`src/rtl/pong_pkg.sv`:
```
// Pong datapath shared defaults and the ball-period helper.
// Optional feature macro: PONG_HISCORE_EN (high-score register).
package pong_pkg;

    localparam int unsigned TICKS_PER_SEC_DEF = 100_000_000;
    localparam int unsigned SERVE_SEC_DEF     = 5;
    localparam int unsigned LEVEL_SEC_DEF     = 20;
    localparam int unsigned HIT_W_DEF         = 8;
    localparam int unsigned LVL_W_DEF         = 4;
    localparam int unsigned MAX_LEVEL_DEF     = 9;
    localparam int unsigned BASE_DIV_DEF      = 1_000_000;
    localparam int unsigned DIV_STEP_DEF      = 100_000;
    localparam int unsigned MIN_DIV_DEF       = 2;

    // Signed math so a large level never wraps below the floor.
    function automatic longint ball_period(
        input longint lvl,
        input longint base,
        input longint step,
        input longint floor_v
    );
        longint p;
        p = base - lvl * step;
        if (p < floor_v) p = floor_v;
        return p;
    endfunction

endpackage

```
`src/rtl/pong_sec_timer.sv`:
```
// Enable-driven interval counter: saturating with a done flag (WRAP=0)
// or wrapping with a one-cycle wrap pulse (WRAP=1).
module pong_sec_timer
    import pong_pkg::*;
#(
    parameter longint unsigned LIMIT = 10,
    parameter bit              WRAP  = 1'b0
) (
    input  logic clk_i,
    input  logic rst_i,
    input  logic en_i,
    input  logic clr_i,
    output logic done_o,
    output logic wrap_o
);

    localparam int CW = $clog2(LIMIT + 1);

    logic [CW-1:0] cnt_q;
    logic [CW-1:0] cnt_d;

    generate
        if (WRAP) begin : g_wrap
            logic at_end;
            assign at_end = (cnt_q == CW'(LIMIT - 1));

            always_comb begin
                cnt_d = cnt_q;
                if (clr_i) begin
                    cnt_d = '0;
                end else if (en_i) begin
                    cnt_d = at_end ? '0 : cnt_q + CW'(1);
                end
            end

            assign wrap_o = en_i && !clr_i && at_end;
            assign done_o = 1'b0;
        end else begin : g_hold
            logic done_q;

            always_comb begin
                cnt_d = cnt_q;
                if (clr_i) begin
                    cnt_d = '0;
                end else if (en_i && (cnt_q != CW'(LIMIT))) begin
                    cnt_d = cnt_q + CW'(1);
                end
            end

            always_ff @(posedge clk_i) begin
                if (rst_i) begin
                    done_q <= 1'b0;
                end else begin
                    done_q <= (cnt_d == CW'(LIMIT));
                end
            end

            assign done_o = done_q;
            assign wrap_o = 1'b0;
        end
    endgenerate

    always_ff @(posedge clk_i) begin
        if (rst_i) begin
            cnt_q <= '0;
        end else begin
            cnt_q <= cnt_d;
        end
    end

endmodule

```
`src/rtl/pong_datapath.sv`:
```
// Pong game datapath: serve/level timers, level, ball tick, hit counter.
// Define PONG_HISCORE_EN to add the persistent high-score register.
module pong_datapath
    import pong_pkg::*;
#(
    parameter int unsigned TICKS_PER_SEC = TICKS_PER_SEC_DEF,
    parameter int unsigned SERVE_SEC     = SERVE_SEC_DEF,
    parameter int unsigned LEVEL_SEC     = LEVEL_SEC_DEF,
    parameter int unsigned HIT_W         = HIT_W_DEF,
    parameter int unsigned LVL_W         = LVL_W_DEF,
    parameter int unsigned MAX_LEVEL     = MAX_LEVEL_DEF,
    parameter int unsigned BASE_DIV      = BASE_DIV_DEF,
    parameter int unsigned DIV_STEP      = DIV_STEP_DEF,
    parameter int unsigned MIN_DIV       = MIN_DIV_DEF
) (
    input  logic             Clk,
    input  logic             Rst,
    input  logic             serve_en,
    input  logic             serve_rst,
    input  logic             level_en,
    input  logic             level_rst,
    input  logic             hit_ld,
    input  logic             hit_clr,
    input  logic             lvl_clr,
    output logic             serve_done,
    output logic             ball_tick,
    output logic [HIT_W-1:0] hit_cnt,
    output logic             hit_sat,
    output logic [LVL_W-1:0] lvl,
    output logic [HIT_W-1:0] hi_score
);

    localparam longint unsigned S_LIM =
        64'(SERVE_SEC) * 64'(TICKS_PER_SEC);
    localparam longint unsigned L_LIM =
        64'(LEVEL_SEC) * 64'(TICKS_PER_SEC);
    localparam int DIV_W = $clog2(BASE_DIV);

    logic             adv;
    logic             unused_serve_wrap;
    logic             unused_level_done;
    logic [DIV_W-1:0] div_q;
    logic [DIV_W-1:0] div_d;
    logic             tick_q;
    logic             tick_d;
    logic [LVL_W-1:0] lvl_q;
    logic [LVL_W-1:0] lvl_d;
    logic [HIT_W-1:0] hit_q;
    logic [HIT_W-1:0] hit_d;

    pong_sec_timer #(
        .LIMIT (S_LIM),
        .WRAP  (1'b0)
    ) u_serve (
        .clk_i  (Clk),
        .rst_i  (Rst),
        .en_i   (serve_en),
        .clr_i  (serve_rst),
        .done_o (serve_done),
        .wrap_o (unused_serve_wrap)
    );

    pong_sec_timer #(
        .LIMIT (L_LIM),
        .WRAP  (1'b1)
    ) u_level (
        .clk_i  (Clk),
        .rst_i  (Rst),
        .en_i   (level_en),
        .clr_i  (level_rst),
        .done_o (unused_level_done),
        .wrap_o (adv)
    );

    always_comb begin
        lvl_d = lvl_q;
        if (lvl_clr) begin
            lvl_d = '0;
        end else if (adv && (lvl_q < LVL_W'(MAX_LEVEL))) begin
            lvl_d = lvl_q + LVL_W'(1);
        end
    end

    // Tick is precomputed against next cycle's level so it stays registered.
    always_comb begin
        div_d  = tick_q ? '0 : div_q + DIV_W'(1);
        tick_d = longint'(div_d) >=
                 ball_period(longint'(lvl_d), longint'(BASE_DIV),
                             longint'(DIV_STEP), longint'(MIN_DIV)) - 1;
    end

    always_comb begin
        hit_d = hit_q;
        if (hit_clr) begin
            hit_d = '0;
        end else if (hit_ld && tick_q && !(&hit_q)) begin
            hit_d = hit_q + HIT_W'(1);
        end
    end

    always_ff @(posedge Clk) begin
        if (Rst) begin
            lvl_q  <= '0;
            div_q  <= '0;
            tick_q <= 1'b0;
            hit_q  <= '0;
        end else begin
            lvl_q  <= lvl_d;
            div_q  <= div_d;
            tick_q <= tick_d;
            hit_q  <= hit_d;
        end
    end

`ifdef PONG_HISCORE_EN
    logic [HIT_W-1:0] hi_q;

    always_ff @(posedge Clk) begin
        if (Rst) begin
            hi_q <= '0;
        end else if (hit_q > hi_q) begin
            hi_q <= hit_q;
        end
    end

    assign hi_score = hi_q;
`else
    assign hi_score = '0;
`endif

    assign ball_tick = tick_q;
    assign hit_cnt   = hit_q;
    assign hit_sat   = &hit_q;
    assign lvl       = lvl_q;

endmodule

```
`config.mk`:
```
export PLATFORM = sky130hd
export DESIGN_NAME = pong_datapath
export DESIGN_NICKNAME = d
export VERILOG_FILES = /design/src/rtl/pong_pkg.sv /design/src/rtl/pong_sec_timer.sv /design/src/rtl/pong_datapath.sv
export SDC_FILE = /design/constraint.sdc
export NUM_CORES = 1
export LEC_CHECK = 0
export BUFFER_PORTS_ARGS = -buffer_cell sky130_fd_sc_hd__clkbuf_2
export CAP_MARGIN = 40
export CORE_MARGIN = 2
export CORE_UTILIZATION = 30
export CTS_CLUSTER_DIAMETER = 120
export CTS_CLUSTER_SIZE = 30
export DETAILED_ROUTE_END_ITERATION = 10
export GPL_ROUTABILITY_DRIVEN = 0
export PLACE_DENSITY = 0.49
export SLEW_MARGIN = 20
export SYNTH_ARGS = -nofsm -noshare
export SYNTH_HDL_FRONTEND = slang
export SYNTH_SLANG_ARGS = --single-unit
```
`constraint.sdc`:
```
create_clock -name Clk -period 11.8 [get_ports Clk]
set_clock_uncertainty 0.05 [all_clocks]
set_input_delay 1.18 -clock Clk [delete_from_list [all_inputs] [get_ports Clk]]
set_output_delay 1.18 -clock Clk [all_outputs]
set_load 0.02 [all_outputs]
```
======== Word-level counts from Yosys, hierarchy flattened ========
Index checks and enable logic that the tools add are counted.
word-level totals
  bits of input ports ..................... 9
  logic and storage cells ................. 39
  bits in registers ....................... 94
operators by class
  reductions and logical operators ........ 11
  multiply operators ...................... 1
  add/subtract/negate cells ............... 7
  equality and inequality tests ........... 3
  mux-type cells .......................... 7
  $lt $le $gt $ge ......................... 3
operator list
  cell                                                                           count
  21-bit by 64-bit greater-or-equal comparator with 1-bit output                 1
  64-bit two-way mux                                                             1
  64-bit by 2-bit subtractor with 64-bit output, second input constant           1
  29-bit two-way mux                                                             2
  31-bit by 1-bit adder with 31-bit output, second input constant                1
  31-bit equality test, second input constant                                    1
  31-bit two-way mux                                                             1
  29-bit by 1-bit adder with 29-bit output, second input constant                1
  29-bit equality test, second input constant                                    1
  29-bit inequality test, second input constant                                  1
  22-bit by 3-bit less-than comparator with 1-bit output, second input constant  1
  20-bit by 21-bit subtractor with 22-bit output, first input constant           1
  20-bit by 1-bit adder with 20-bit output, second input constant                1
  20-bit two-way mux                                                             1
  4-bit by 12-bit multiplier with 16-bit output, second input constant           1
  8-bit by 1-bit adder with 8-bit output, second input constant                  1
  4-bit two-way mux                                                              2
  8-bit AND reduction                                                            1
  1-bit logical AND                                                              6
  4-bit by 1-bit adder with 4-bit output, second input constant                  1
  4-bit less-than comparator, second input constant                              1
  2-bit OR reduction                                                             2
  1-bit logical NOT                                                              2

======== Logic depth before layout (Yosys ltp) ========
Gate-level depths: netlist (run 1).
  depth after elaboration ................. 12
  mapped depth ............................ 40
  mapped depth without buffers ............ 38

======== Modules after synthesis ========
Synthesis (run 1) repeated with hierarchy kept, for this count alone.
unflattened totals
  cell total of the unflattened synthesis .. 869
  area, all modules ....................... 7,038.0 sq um
modules (own cells, without submodules)
  module                    cells an instance  times used  sequential area each (sq um)  area an instance (sq um)
  pong_datapath             478                1           660.6                         3,719.8
  pong_sec_timer (u_serve)  207                1           600.6                         1,744.2
  pong_sec_timer (u_level)  184                1           620.6                         1,574.0

======== Least setup slack after synthesis (run 1) ========
Ideal clock, no wire load.
  path kind ............................... input -> register
  from .................................... input level_en
  to ...................................... register tick_q, in the netlist ball_tick
  data arrival time ....................... 8.402 ns
  setup slack ............................. 3.220 ns
  data required time ...................... 11.622 ns
  cell stages on the path ................. 37
  cells stage by stage .................... and4_4 > and4_4 > and3_1 > clkbuf_1 > nand2_1 > xor2_1 > or2_2 > inv_1 > ha_1 > xor2_1 > ha_1 > buf_2 > or2_2 > a21o_1 > a2bb2o_2 > a211o_1 > nand2_1 > nand4_1 > a21oi_1 > nand3_1 > nor4_1 > ha_1 > nor4_1 > inv_1 > a2111o_1 > a311o_1 > a211oi_4 > nor2_1 > a32o_1 > a22oi_1 > ha_1 > a21o_1 > a21o_1 > a21oi_1 > o21ai_0 > nand3_1 > o22ai_1
between the ends
  longest elaborated chain between the ends .. 11
ends and longest elaborated chain
  element                                                             line                  text
  start, declared                                                     pong_datapath.sv:20   input logic level_en,
  1-bit logical AND (*) (2 in series)                                 pong_sec_timer.sv:36  assign wrap_o = en_i && !clr_i && at_end;
  1-bit logical AND (*)                                               pong_datapath.sv:79   end else if (adv && (lvl_q < LVL_W'(MAX_LEVEL))) begin
  4-bit two-way mux (*)                                               pong_datapath.sv:79
  4-bit two-way mux (*)                                               pong_datapath.sv:77   if (lvl_clr) begin
  via lvl_d[2]                                                        pong_datapath.sv:47   logic [LVL_W-1:0] lvl_d;
  4-bit by 12-bit multiplier with 16-bit output (*)                   pong_pkg.sv:23        p = base - lvl * step;
  20-bit by 21-bit subtractor with 22-bit output (*)                  pong_pkg.sv:23
  22-bit by 3-bit less-than comparator with 1-bit output              pong_pkg.sv:24        if (p < floor_v) p = floor_v;
  64-bit two-way mux (*)                                              pong_pkg.sv:24
  64-bit by 2-bit subtractor with 64-bit output (*)                   pong_datapath.sv:89   longint'(DIV_STEP), longint'(MIN_DIV)) - 1;
  21-bit by 64-bit greater-or-equal comparator with 1-bit output (*)  pong_datapath.sv:87   tick_d = longint'(div_d) >=
  end signal, assigned                                                pong_datapath.sv:110  tick_q <= tick_d;
  end, declared                                                       pong_datapath.sv:44   logic tick_q;
The timed path passes the listed nets; every way through them passes the cells marked *.
A chain may end at the register's enable or synchronous reset.

======== Worst setup path after layout (run 1) ========
  from .................................... input level_en
  to ...................................... register tick_q, in the netlist ball_tick
between the ends
  longest elaborated chain between the ends .. 11
ends and longest elaborated chain
  element                                                             line
  1-bit logical AND (*) (2 in series)                                 pong_sec_timer.sv:36
  1-bit logical AND (*)                                               pong_datapath.sv:79
  4-bit two-way mux (*)                                               pong_datapath.sv:79
  4-bit two-way mux (*)                                               pong_datapath.sv:77
  4-bit by 12-bit multiplier with 16-bit output (*)                   pong_pkg.sv:23
  20-bit by 21-bit subtractor with 22-bit output (*)                  pong_pkg.sv:23
  22-bit by 3-bit less-than comparator with 1-bit output              pong_pkg.sv:24
  64-bit two-way mux (*)                                              pong_pkg.sv:24
  64-bit by 2-bit subtractor with 64-bit output (*)                   pong_datapath.sv:89
  21-bit by 64-bit greater-or-equal comparator with 1-bit output (*)  pong_datapath.sv:87
Every way passes the cells marked *; elsewhere a longest branch is shown, timed or not.

==> reports/qor.csv, run 1 <==
stage,metric,value,unit
route,post-route ant nets,0,
timing,final setup violation count,0,
placed_design,input/output buffers,23,
cells_and_area,Final Core Density,33.27,%
cells_and_area,nets@finish,935,
critical_path,crit-path max cell delay,560,ps
power,part of the power in the clock network,46.4,%
critical_path,required time reported for the critical path endpoint,11980,ps
clocking,total clock buffers created by CTS,9,
status,status,"complete, no violations",
timing,max-slew violations,0,
clocking,largest buffer count on any clock path,2,
clocking,clock root buffer master,sky130_fd_sc_hd__clkbuf_16,
logic_synthesis,netlist area before placement,6948,um^2
global_routing,met3 capacity usage during global routing,3.000,%
critical_path,kind of end point of the critical path,register,
logic_synthesis,synthesized netlist cell count,874,
cells_and_area,share of final-layout standard cells stronger than drive strength 1,6.979,%
timing,"Period Utilization, post-route",82.85,%
critical_path,"Top cell by count, worst path",sky130_fd_sc_hd__ha_1,
logic_synthesis,synthesized area divided by synthesized cell count,7.950,um^2
cells_and_area,total area of sequential cells,1882,um^2
logic_synthesis,share of the synthesized area in the top cell type,27.08,%
critical_path,critical path type,input pin to register,
logic_synthesis,proportion of register bits with asynchronous set or reset after synthesis,0,%
timing,setup repair after global routing missed its margin,false,
logic_synthesis,commonest cells in the synthesized netlist,"sky130_fd_sc_hd__nor2_1, sky130_fd_sc_hd__dfxtp_1, sky130_fd_sc_hd__xor2_1",
power,switching power summed over all nets,143.2,uW
floorplanning,die outline height,156.2,um
global_routing,grt met1 use,18.94,%
timing,final hold vios,0,
timing,time the final worst path needs with I/O delays and setup,9776,ps
critical_path,cell at the slowest stage of the critical path,sky130_fd_sc_hd__ha_1,
job,reported max-cap violation count,0,
power,Gate power share,3.1,%
floorplanning,overall die area,24390,um^2
clocking,clk slew on worst S/H paths,70,ps
min_path,hold depth,1,
floorplanning,Row Count,55,
power,Cell Int Power,489.7,uW
route,residual DRC count,0,
route,Iter 0 DRT Violations,430,
logic_synthesis,synth unique cells,78,
logic_synthesis,share of the yosys chip area belonging to registers,27.08,%
timing,Worst-Margin Slew,770.0,ps
route,via/cell ratio,5.104,
critical_path,highest net fanout along the worst path,17,
logic_synthesis,Seq cells post-synth,94,
clocking,number of cells upsized or downsized after cts,0,
cells_and_area,Final Non-Filler Cells,1159,
floorplanning,core region area,22710,um^2
floorplanning,initial standard-cell utilization of the core,30.60,%
power,reported leakage power,3.032,nW
logic_synthesis,total of warnings raised by yosys,0,
cells_and_area,filler cell count,2410,
floorplanning,Die Width,156.2,um
logic_synthesis,flip-flop cell with the highest count after synthesis,sky130_fd_sc_hd__dfxtp_1,
global_routing,met2 capacity usage during global routing,20.12,%
route,number of vias after detailed routing,5915,
clocking,number of H-tree levels,3,
cells_and_area,diode insertion count for antenna repair,0,
power,maximum ir drop on the vdd rail,0.05398,mV
clocking,TritonCTS clock tree,done,
route,detail-routed net length per standard cell,13.47,um
global_routing,global-route wire length before repair,26460,um
timing,upper clock frequency limit,0.1023,GHz
global_routing,sum of overflow across all layers after global routing,0,
placed_design,placed insts,1144,
power,sequential cell fraction of total power,50.5,%
timing,Worst slew margin,47.34,%
floorplanning,number of placed I/O pins,32,
clocking,latest clock arrival within the worst-skew pair,350,ps
power,power density cells,83.75,nW/um^2
global_routing,initial antenna violation count,0,
cells_and_area,Multi-input gate area,4777,um^2
clocking,Post-CTS Setup Bufs,0,
global_routing,overall fraction of global-route tracks in use,13.16,%
logic_synthesis,cell with the most instances after synthesis,sky130_fd_sc_hd__nor2_1,
global_routing,pin count of the biggest net entering global routing,42,
critical_path,Worst setup SP type,input pin,
global_routing,global-route layer with the greatest usage,met2,
timing,final hold slack,444.7,ps
clocking,number of sinks handled by clock tree synthesis,94,
logic_synthesis,main area contributors after synthesis,"sky130_fd_sc_hd__dfxtp_1, sky130_fd_sc_hd__ha_1, sky130_fd_sc_hd__xor2_1",
critical_path,critical path data arrival time,9950,ps
logic_synthesis,library cell occupying the most area in the post-synthesis netlist,sky130_fd_sc_hd__dfxtp_1,
placed_design,HPWL after detailed placement,11590,um
critical_path,Worst R2R Setup Slack,2350,ps
route,overall routed net length,15610,um
power,switching part of the total power,22.62,%
critical_path,depth of the worst register-to-register path,37,
cells_and_area,layout overhead on the synthesized area,8.752,%
route,First-pass DRT Iterations,5,
global_routing,vias in the first global route,5340,
clocking,CTS Hold Buffers Added,0,
min_path,Tightest Hold Check Type,register to register,
logic_synthesis,Post-synth EDFFs,0,
timing,Post-Route Setup TNS,0,ps
power by group through the flow:
stage          Combinational [mW]  Sequential, mW  Clock (mW)
6_report                   0.0195           0.319       0.294
5_1_grt                    0.0225           0.319       0.320
4_1_cts                    0.0199           0.319       0.306
3_5_place_dp               0.0199           0.327           0
3_3_place_gp               0.0188           0.327           0
2_1_floorplan              0.0160           0.327           0
per-stage QoR:
step,cell area [um^2],power [mW],setup slack (ps)
floorplan,6974,0.3425,3220
global placement,7239,0.3455,1899
detailed placement,7267,0.3467,1722
CTS,7556,0.6455,2064
global route,7556,0.6616,1312
finish,7556,0.6328,2024
final cells by class:
class	count	area share [%]
tap	285	4.719
timing repair buffer	28	2.285
clock inverter	4	0.7452
clock buffer	11	3.080
inverter	21	1.043
sequential	94	24.90
multi-input combinational	716	63.22
path summary, 6_finish.rpt:
path,from,to
setup reg to reg,lvl[0],ball_tick
hold / removal,div_q[0],div_q[0]
setup / recovery,level_en,ball_tick
hold reg to reg,div_q[0],div_q[0]
critical path, delay by kind of cell:
kind | cells | cell delay, ps
AO/OA/AOI/OAI | 15 | 3490
AND/OR/NAND/NOR | 12 | 2630
adder cells (fa/ha/maj) | 5 | 1950
buffers and inverters | 3 | 540
XOR/XNOR | 1 | 150
logic make-up (layout without fill, tap and decap cells):
family	Yosys count	count (layout)	share of synthesized area (%)
other cells	1	8	0.05397
xor+xnor	109	109	13.74
compound gates	119	119	12.82
mux	7	7	1.009
fa+ha+maj	56	56	10.08
buf+inv	71	64	4.538
flops	94	94	27.08
simple gates	417	417	30.67
registers in the layout (all words and copies together), names as in the netlist:
name and flops:
ball_tick 1, div_q 20, hit_cnt 8, lvl 4, u_level.cnt_q 31, u_serve.cnt_q 29, u_serve.done_o 1
layout by cell type, fill, tap and decap left out, types with 21 or more instances in the layout:
master / netlist / routed
sky130_fd_sc_hd__nor3_1: 36 / 36
sky130_fd_sc_hd__xor2_1: 70 / 70
sky130_fd_sc_hd__clkbuf_2: 1 / 23
sky130_fd_sc_hd__nand2_1: 61 / 61
sky130_fd_sc_hd__inv_1: 21 / 21
sky130_fd_sc_hd__nor2_1: 129 / 129
sky130_fd_sc_hd__nand3_1: 51 / 51
sky130_fd_sc_hd__ha_1: 56 / 56
sky130_fd_sc_hd__a21oi_1: 25 / 25
sky130_fd_sc_hd__and3_1: 21 / 21
sky130_fd_sc_hd__nand4_1: 26 / 26
sky130_fd_sc_hd__xnor2_1: 39 / 39
sky130_fd_sc_hd__dfxtp_1: 94 / 94
per-layer routing:
layer | part of all wire, % | wire length, um | vias up
li1 | - | - | 3082
met1 | 53 | 8232 | 2732
met2 | 43 | 6694 | 88
met3 | 3.4 | 527 | 13
met4 | 0.98 | 153 | 0
met5 | 0 | 0 | -
No activity file was read; power rests on OpenSTA's default activity.
==> run 2: changes to the inputs <==
--- a/config.mk
+++ b/config.mk
@@ -5,6 +5,7 @@
 export SDC_FILE = /design/constraint.sdc
 export NUM_CORES = 1
 export LEC_CHECK = 0
+export ABC_AREA = 1
 export BUFFER_PORTS_ARGS = -buffer_cell sky130_fd_sc_hd__clkbuf_2
 export CAP_MARGIN = 40
 export CORE_MARGIN = 2
==> constraint.sdc (replaced) <==
create_clock -name Clk -period 9.4 [get_ports Clk]
set_clock_uncertainty 0.05 [all_clocks]
set_input_delay 0.94 -clock Clk [delete_from_list [all_inputs] [get_ports Clk]]
set_output_delay 0.94 -clock Clk [all_outputs]
set_load 0.02 [all_outputs]
==> run 2 against run 1 <==
Effect of this change:
- combinational power increased by 46%
- cell count grew 26%
- register-to-register slack lost 1100 ps
- sequential power is 26% higher
- critical path type is now register to register
- critical endpoint unchanged
==> reports/qor.csv, run 2 <==
stage,metric,value,unit
timing,setup repair after global routing missed its margin,false,
route,First-pass DRT Iterations,6,
route,residual DRC count,0,
critical_path,kind of end point of the critical path,register,
cells_and_area,share of final-layout standard cells stronger than drive strength 1,10.60,%
clocking,Post-CTS Setup Bufs,0,
floorplanning,initial standard-cell utilization of the core,30.51,%
power,Gate power share,3.5,%
logic_synthesis,share of the synthesized area in the top cell type,25.44,%
logic_synthesis,commonest cells in the synthesized netlist,"sky130_fd_sc_hd__nand2_1, sky130_fd_sc_hd__inv_1, sky130_fd_sc_hd__nor2_1",
floorplanning,Row Count,57,
critical_path,CP Buf/Inv Count,6,
clocking,latest clock arrival within the worst-skew pair,360,ps
clocking,number of sinks handled by clock tree synthesis,94,
clocking,CTS Hold Buffers Added,0,
clocking,number of cells upsized or downsized after cts,0,
clocking,TritonCTS clock tree,done,
cells_and_area,layout overhead on the synthesized area,9.454,%
cells_and_area,total area of sequential cells,1882,um^2
global_routing,initial antenna violation count,0,
cells_and_area,Multi-input gate area,4708,um^2
critical_path,worst reg2reg path endpoint,ball_tick,
cells_and_area,filler cell count,2667,
timing,time the final worst path needs with I/O delays and setup,8186,ps
critical_path,critical path type,register to register,
cells_and_area,Final Core Density,33.40,%
cells_and_area,register with the most flip-flops,u_level.cnt_q,
logic_synthesis,cell with the most instances after synthesis,sky130_fd_sc_hd__nand2_1,
critical_path,"Largest delay share family, worst path",simple AND/OR/NAND/NOR gates,
route,via/cell ratio,4.644,
timing,upper clock frequency limit,0.1222,GHz
logic_synthesis,synth unique cells,50,
timing,max-slew violations,0,
route,post-route ant nets,0,
min_path,Hold Startpoint,u_level.cnt_q[7],
route,number of vias after detailed routing,6808,
cells_and_area,nets@finish,1202,
critical_path,crit-path max cell delay,460,ps
logic_synthesis,Seq cells post-synth,94,
critical_path,Worst R2R Setup Slack,1210,ps
cells_and_area,registers with the most flip-flops,"u_level.cnt_q x31, u_serve.cnt_q x29, div_q x20",
logic_synthesis,proportion of register bits with asynchronous set or reset after synthesis,0,%
floorplanning,overall die area,25930,um^2
global_routing,global-route wire length before repair,30660,um
logic_synthesis,flip-flop cell with the highest count after synthesis,sky130_fd_sc_hd__dfxtp_1,
min_path,Hold Crit Endpoint,u_level.cnt_q[7],
power,power density cells,99.69,nW/um^2
logic_synthesis,Post-synth EDFFs,0,
critical_path,"Top cell by count, worst path",sky130_fd_sc_hd__nand2_1,
logic_synthesis,synthesized netlist cell count,1123,
global_routing,pin count of the biggest net entering global routing,44,
clocking,clk slew on worst S/H paths,80,ps
clocking,total clock buffers created by CTS,9,
logic_synthesis,share of the yosys chip area belonging to registers,25.44,%
route,overall routed net length,17730,um
placed_design,input/output buffers,23,
critical_path,cell at the slowest stage of the critical path,sky130_fd_sc_hd__nor4_1,
cells_and_area,most used cells in the layout excluding fill and tap cells,"sky130_fd_sc_hd__nand2_1, sky130_fd_sc_hd__inv_1, sky130_fd_sc_hd__nor2_1, sky130_fd_sc_hd__dfxtp_1, sky130_fd_sc_hd__nor3_1",
global_routing,overall fraction of global-route tracks in use,14.14,%
floorplanning,die outline height,161.0,um
route,detail-routed net length per standard cell,12.10,um
global_routing,vias in the first global route,6417,
logic_synthesis,synthesized area divided by synthesized cell count,6.588,um^2
critical_path,highest net fanout along the worst path,12,
logic_synthesis,total of warnings raised by yosys,0,
timing,Worst-Margin Slew,611.6,ps
placed_design,placed insts,1450,
placed_design,HPWL after detailed placement,13930,um
power,switching power summed over all nets,205.9,uW
power,maximum ir drop on the vdd rail,0.05939,mV
power,Cell Int Power,601.3,uW
critical_path,required time reported for the critical path endpoint,9640,ps
floorplanning,Die Width,161.0,um
critical_path,worst flop-to-flop path startpoint,u_level.cnt_q[16],
power,reported leakage power,3.412,nW
floorplanning,core region area,24250,um^2
min_path,hold depth,2,
power,sequential cell fraction of total power,49.7,%
cells_and_area,Final Non-Filler Cells,1466,
clocking,clock root buffer master,sky130_fd_sc_hd__clkbuf_16,
clocking,number of H-tree levels,3,
global_routing,sum of overflow across all layers after global routing,0,
critical_path,critical path data arrival time,8430,ps
job,reported max-cap violation count,0,
timing,Post-Route Setup TNS,0,ps
min_path,Tightest Hold Check Type,register to register,
route,Iter 0 DRT Violations,379,
critical_path,depth of the worst register-to-register path,49,
timing,final hold vios,0,
cells_and_area,diode insertion count for antenna repair,0,
logic_synthesis,netlist area before placement,7398,um^2
timing,Worst slew margin,59.13,%
power,switching part of the total power,25.51,%
cells_and_area,max reg flops,31,
logic_synthesis,main area contributors after synthesis,"sky130_fd_sc_hd__dfxtp_1, sky130_fd_sc_hd__nand2_1, sky130_fd_sc_hd__ha_1",
timing,final setup violation count,0,
cells_and_area,"commonest non-fill, non-tap cell in the layout",sky130_fd_sc_hd__nand2_1,
floorplanning,number of placed I/O pins,32,
status,status,"complete, no violations",
critical_path,Worst setup SP type,register,
power,part of the power in the clock network,46.8,%
logic_synthesis,library cell occupying the most area in the post-synthesis netlist,sky130_fd_sc_hd__dfxtp_1,
timing,"Period Utilization, post-route",87.08,%
clocking,largest buffer count on any clock path,2,
## run 2: per-stage QoR
step | setup WS (ps) | instance area [um^2] | hold slack (ps) | total power [mW]
2_1_floorplan | 1993 | 7425 | 397.0 | 0.4339
6_report | 1214 | 8098 | 435.0 | 0.8073
3_5_place_dp | 945.2 | 7801 | 426.1 | 0.4397
3_3_place_gp | 1135 | 7801 | 414.9 | 0.4398
4_1_cts | 1188 | 8098 | 439.1 | 0.8222
5_1_grt | 239.7 | 8098 | 473.5 | 0.8433
## run 2: how the worst max path moves through the flow
stage / from / to / cells past startpoint / slack (ps)
6_report: u_level.cnt_q[16] / ball_tick / 49 / 1210
5_1_grt: u_level.cnt_q[0] / ball_tick / 50 / 240
4_1_cts: u_level.cnt_q[16] / ball_tick / 49 / 1190
3_5_place_dp: level_en / ball_tick / 47 / 950
3_3_place_gp: level_en / ball_tick / 47 / 1140
2_1_floorplan: level_en / ball_tick / 47 / 1990
## run 2: routing by layer
metal / up-vias / routed length (um) / GRT usage [%] / share of wire [%]
li1: 3695 / - / - / -
met1: 3004 / 9086 / 19.32 / 51
met2: 92 / 7888 / 23.33 / 44
met3: 17 / 543 / 2.106 / 3.1
met4: 0 / 214 / 3.774 / 1.2
met5: - / 0 / 0 / 0
## run 2: area by class of cell
| class | count | area share, % |
|---|---|---|
| Clock inverter | 6 | 0.7108 |
| Clock buffer | 10 | 2.951 |
| Sequential cell | 94 | 23.24 |
| Inverter | 180 | 8.344 |
| Timing Repair Buffer | 25 | 1.607 |
| Tap cell | 324 | 5.006 |
| Multi-Input combinational cell | 827 | 58.14 |
## run 2: power by group through the flow
| stage | Sequential [mW] | Combinational [mW] | Clock [mW] |
|---|---|---|---|
| after global routing | 0.402 | 0.0322 | 0.409 |
| after detailed placement | 0.411 | 0.0289 | 0 |
| final | 0.401 | 0.0284 | 0.378 |
| after floorplan | 0.410 | 0.0236 | 0 |
| after CTS | 0.401 | 0.0291 | 0.392 |
| after global placement | 0.411 | 0.0291 | 0 |
## run 2: cell families after synthesis
group | share of synthesized area (%)
xor+xnor | 4.499
other cells | 0.05069
compound gates | 8.168
flops | 25.44
fa+ha+maj | 9.471
buf+inv | 11.28
simple gates | 41.10
## run 2: tightest hold or removal path, cell delays in order (launching register included)
cell and delay [ps]:
sky130_fd_sc_hd__dfxtp_1 330, sky130_fd_sc_hd__inv_1 50, sky130_fd_sc_hd__a211oi_1 60
==> run 3: changes to the inputs <==
--- a/config.mk
+++ b/config.mk
@@ -8,7 +8,7 @@
 export ABC_AREA = 1
 export BUFFER_PORTS_ARGS = -buffer_cell sky130_fd_sc_hd__clkbuf_2
 export CAP_MARGIN = 40
-export CORE_MARGIN = 2
+export CORE_MARGIN = 1
 export CORE_UTILIZATION = 30
 export CTS_CLUSTER_DIAMETER = 120
 export CTS_CLUSTER_SIZE = 30
==> run 3 against run 2 <==
Effect of this change:
- worst hold slack lost 6.4 ps
- core utilization is essentially flat
- setup slack gained 47 ps
- critical endpoint unchanged
==> reports/qor.csv, run 3 (synthesized netlist as in run 2, its figures left out) <==
stage,metric,value,unit
global_routing,overall fraction of global-route tracks in use,14.40,%
clocking,clk slew on worst S/H paths,80,ps
cells_and_area,"commonest non-fill, non-tap cell in the layout",sky130_fd_sc_hd__nand2_1,
critical_path,crit-path max cell delay,440,ps
cells_and_area,nets@finish,1202,
floorplanning,core region area,24250,um^2
timing,Worst slew margin,58.55,%
critical_path,Worst R2R Setup Slack,1260,ps
critical_path,depth of the worst register-to-register path,49,
critical_path,kind of end point of the critical path,register,
route,post-route ant nets,0,
global_routing,sum of overflow across all layers after global routing,0,
critical_path,critical path type,register to register,
clocking,number of cells upsized or downsized after cts,0,
route,number of vias after detailed routing,6826,
critical_path,worst flop-to-flop path startpoint,u_level.cnt_q[15],
clocking,total clock buffers created by CTS,9,
route,Iter 0 DRT Violations,253,
clocking,largest buffer count on any clock path,2,
min_path,Hold Crit Endpoint,u_level.cnt_q[7],
min_path,hold depth,2,
route,top metal layer carrying routed signals,met4,
floorplanning,Row Count,57,
timing,Worst-Margin Slew,620.3,ps
cells_and_area,share of final-layout standard cells stronger than drive strength 1,10.60,%
power,power density cells,98.61,nW/um^2
clocking,latest clock arrival within the worst-skew pair,360,ps
cells_and_area,max reg flops,31,
critical_path,highest net fanout along the worst path,12,
timing,final hold slack,428.6,ps
critical_path,"Largest delay share family, worst path",simple AND/OR/NAND/NOR gates,
clocking,number of sinks handled by clock tree synthesis,94,
power,Tot Pwr,797.7,uW
min_path,Hold Startpoint,u_level.cnt_q[7],
critical_path,cell at the slowest stage of the critical path,sky130_fd_sc_hd__nor4_1,
job,reported max-cap violation count,0,
cells_and_area,final non-filler cell area,8089,um^2
global_routing,vias in the first global route,6392,
critical_path,critical path data arrival time,8380,ps
floorplanning,initial standard-cell utilization of the core,30.51,%
critical_path,"Top cell by count, worst path",sky130_fd_sc_hd__nand2_1,
placed_design,HPWL after detailed placement,13800,um
status,status,"complete, no violations",
timing,final hold vios,0,
route,Routed met1 length,9035,um
critical_path,Worst setup SP type,register,
clocking,number of H-tree levels,3,
cells_and_area,registers with the most flip-flops,"u_level.cnt_q x31, u_serve.cnt_q x29, div_q x20",
route,First-pass DRT Iterations,5,
timing,max-slew violations,0,
global_routing,global-route wire length before repair,30350,um
cells_and_area,diode insertion count for antenna repair,0,
route,residual DRC count,0,
clocking,Post-CTS Setup Bufs,0,
cells_and_area,layout overhead on the synthesized area,9.335,%
timing,Post-Route Setup TNS,0,ps
placed_design,input/output buffers,23,
placed_design,Placement Cell Area,7801,um^2
critical_path,worst reg2reg path endpoint,ball_tick,
route,detail-routed net length per standard cell,12.00,um
route,via/cell ratio,4.656,
global_routing,pin count of the biggest net entering global routing,44,
power,reported leakage power,3.408,nW
cells_and_area,register with the most flip-flops,u_level.cnt_q,
floorplanning,overall die area,25290,um^2
power,maximum ir drop on the vdd rail,0.06603,mV
route,overall routed net length,17590,um
clocking,clock root buffer master,sky130_fd_sc_hd__clkbuf_16,
route,Routed met2 length,7771,um
timing,"Period Utilization, post-route",86.58,%
cells_and_area,most used cells in the layout excluding fill and tap cells,"sky130_fd_sc_hd__nand2_1, sky130_fd_sc_hd__inv_1, sky130_fd_sc_hd__nor2_1, sky130_fd_sc_hd__dfxtp_1, sky130_fd_sc_hd__nor3_1",
timing,time the final worst path needs with I/O delays and setup,8139,ps
clocking,TritonCTS clock tree,done,
global_routing,initial antenna violation count,0,
timing,final setup violation count,0,
timing,upper clock frequency limit,0.1229,GHz
min_path,Tightest Hold Check Type,register to register,
critical_path,required time reported for the critical path endpoint,9640,ps
route,met3 wire length,497,um
floorplanning,die outline height,159.0,um
critical_path,CP Buf/Inv Count,6,
floorplanning,Die Width,159.0,um
timing,setup repair after global routing missed its margin,false,
floorplanning,number of placed I/O pins,32,
clocking,CTS Hold Buffers Added,0,
-- run 3: changes by cell type in the layout (fill, tap and decap cells not counted), sizes merged --
cell,before,now
inv,182,181
clkbuf,33,32
clkinv,4,6
-- run 3: cell type report --
class | instances | area [um^2]
Clock inverter | 7 | 62.56
Timing Repair Buffer | 25 | 130.1
Sequential cell | 94 | 1882
Clock buffer | 9 | 225.2
Tap cell | 324 | 405.4
Inverter | 180 | 675.6
Fill cell | 2709 | 16160
Multi-Input combinational cell | 827 | 4708
-- run 3: stage by stage --
stage	setup slack, ps	cells	util, %
floorplan	1993	1130	-
global placement	1133	1450	32.17
detailed placement	1003	1450	32.17
CTS	1248	1466	33.36
global route	316.2	1466	33.36
finish	1261	1466	33.36
-- run 3: worst register-to-register path, delay by kind of cell (launching register included) --
kind	cells	cell delay (ps)
DFF	1	430
and+or+nand+nor	36	4860
AOI/OAI and AO/OA	2	260
buffers and inverters	6	800
adders and majority gates	5	1710
-- run 3: metal layers --
| metal | global-route usage (%) | up-vias |
|---|---|---|
| li1 | - | 3681 |
| met1 | 19.86 | 3045 |
| met2 | 22.99 | 78 |
| met3 | 2.266 | 22 |
| met4 | 4.414 | 0 |
| met5 | 0 | - |
-- run 3: how the worst max path moves through the flow --
stage	start	to	slack, ps	cells after the start
finish	u_level.cnt_q[15]	ball_tick	1260	49
global placement	level_en	ball_tick	1130	47
detailed placement	level_en	ball_tick	1000	47
global route	u_level.cnt_q[0]	ball_tick	320	50
floorplan	level_en	ball_tick	1990	47
CTS	u_level.cnt_q[16]	ball_tick	1250	49
-- run 3: report_power, final --
part	internal [mW]	total [mW]	leakage (nW)	switching [mW]
Clock	0.186	0.368	0.145	0.182
Combinational	0.00686	0.0283	2.51	0.0214
Sequential	0.400	0.401	0.758	0.00166
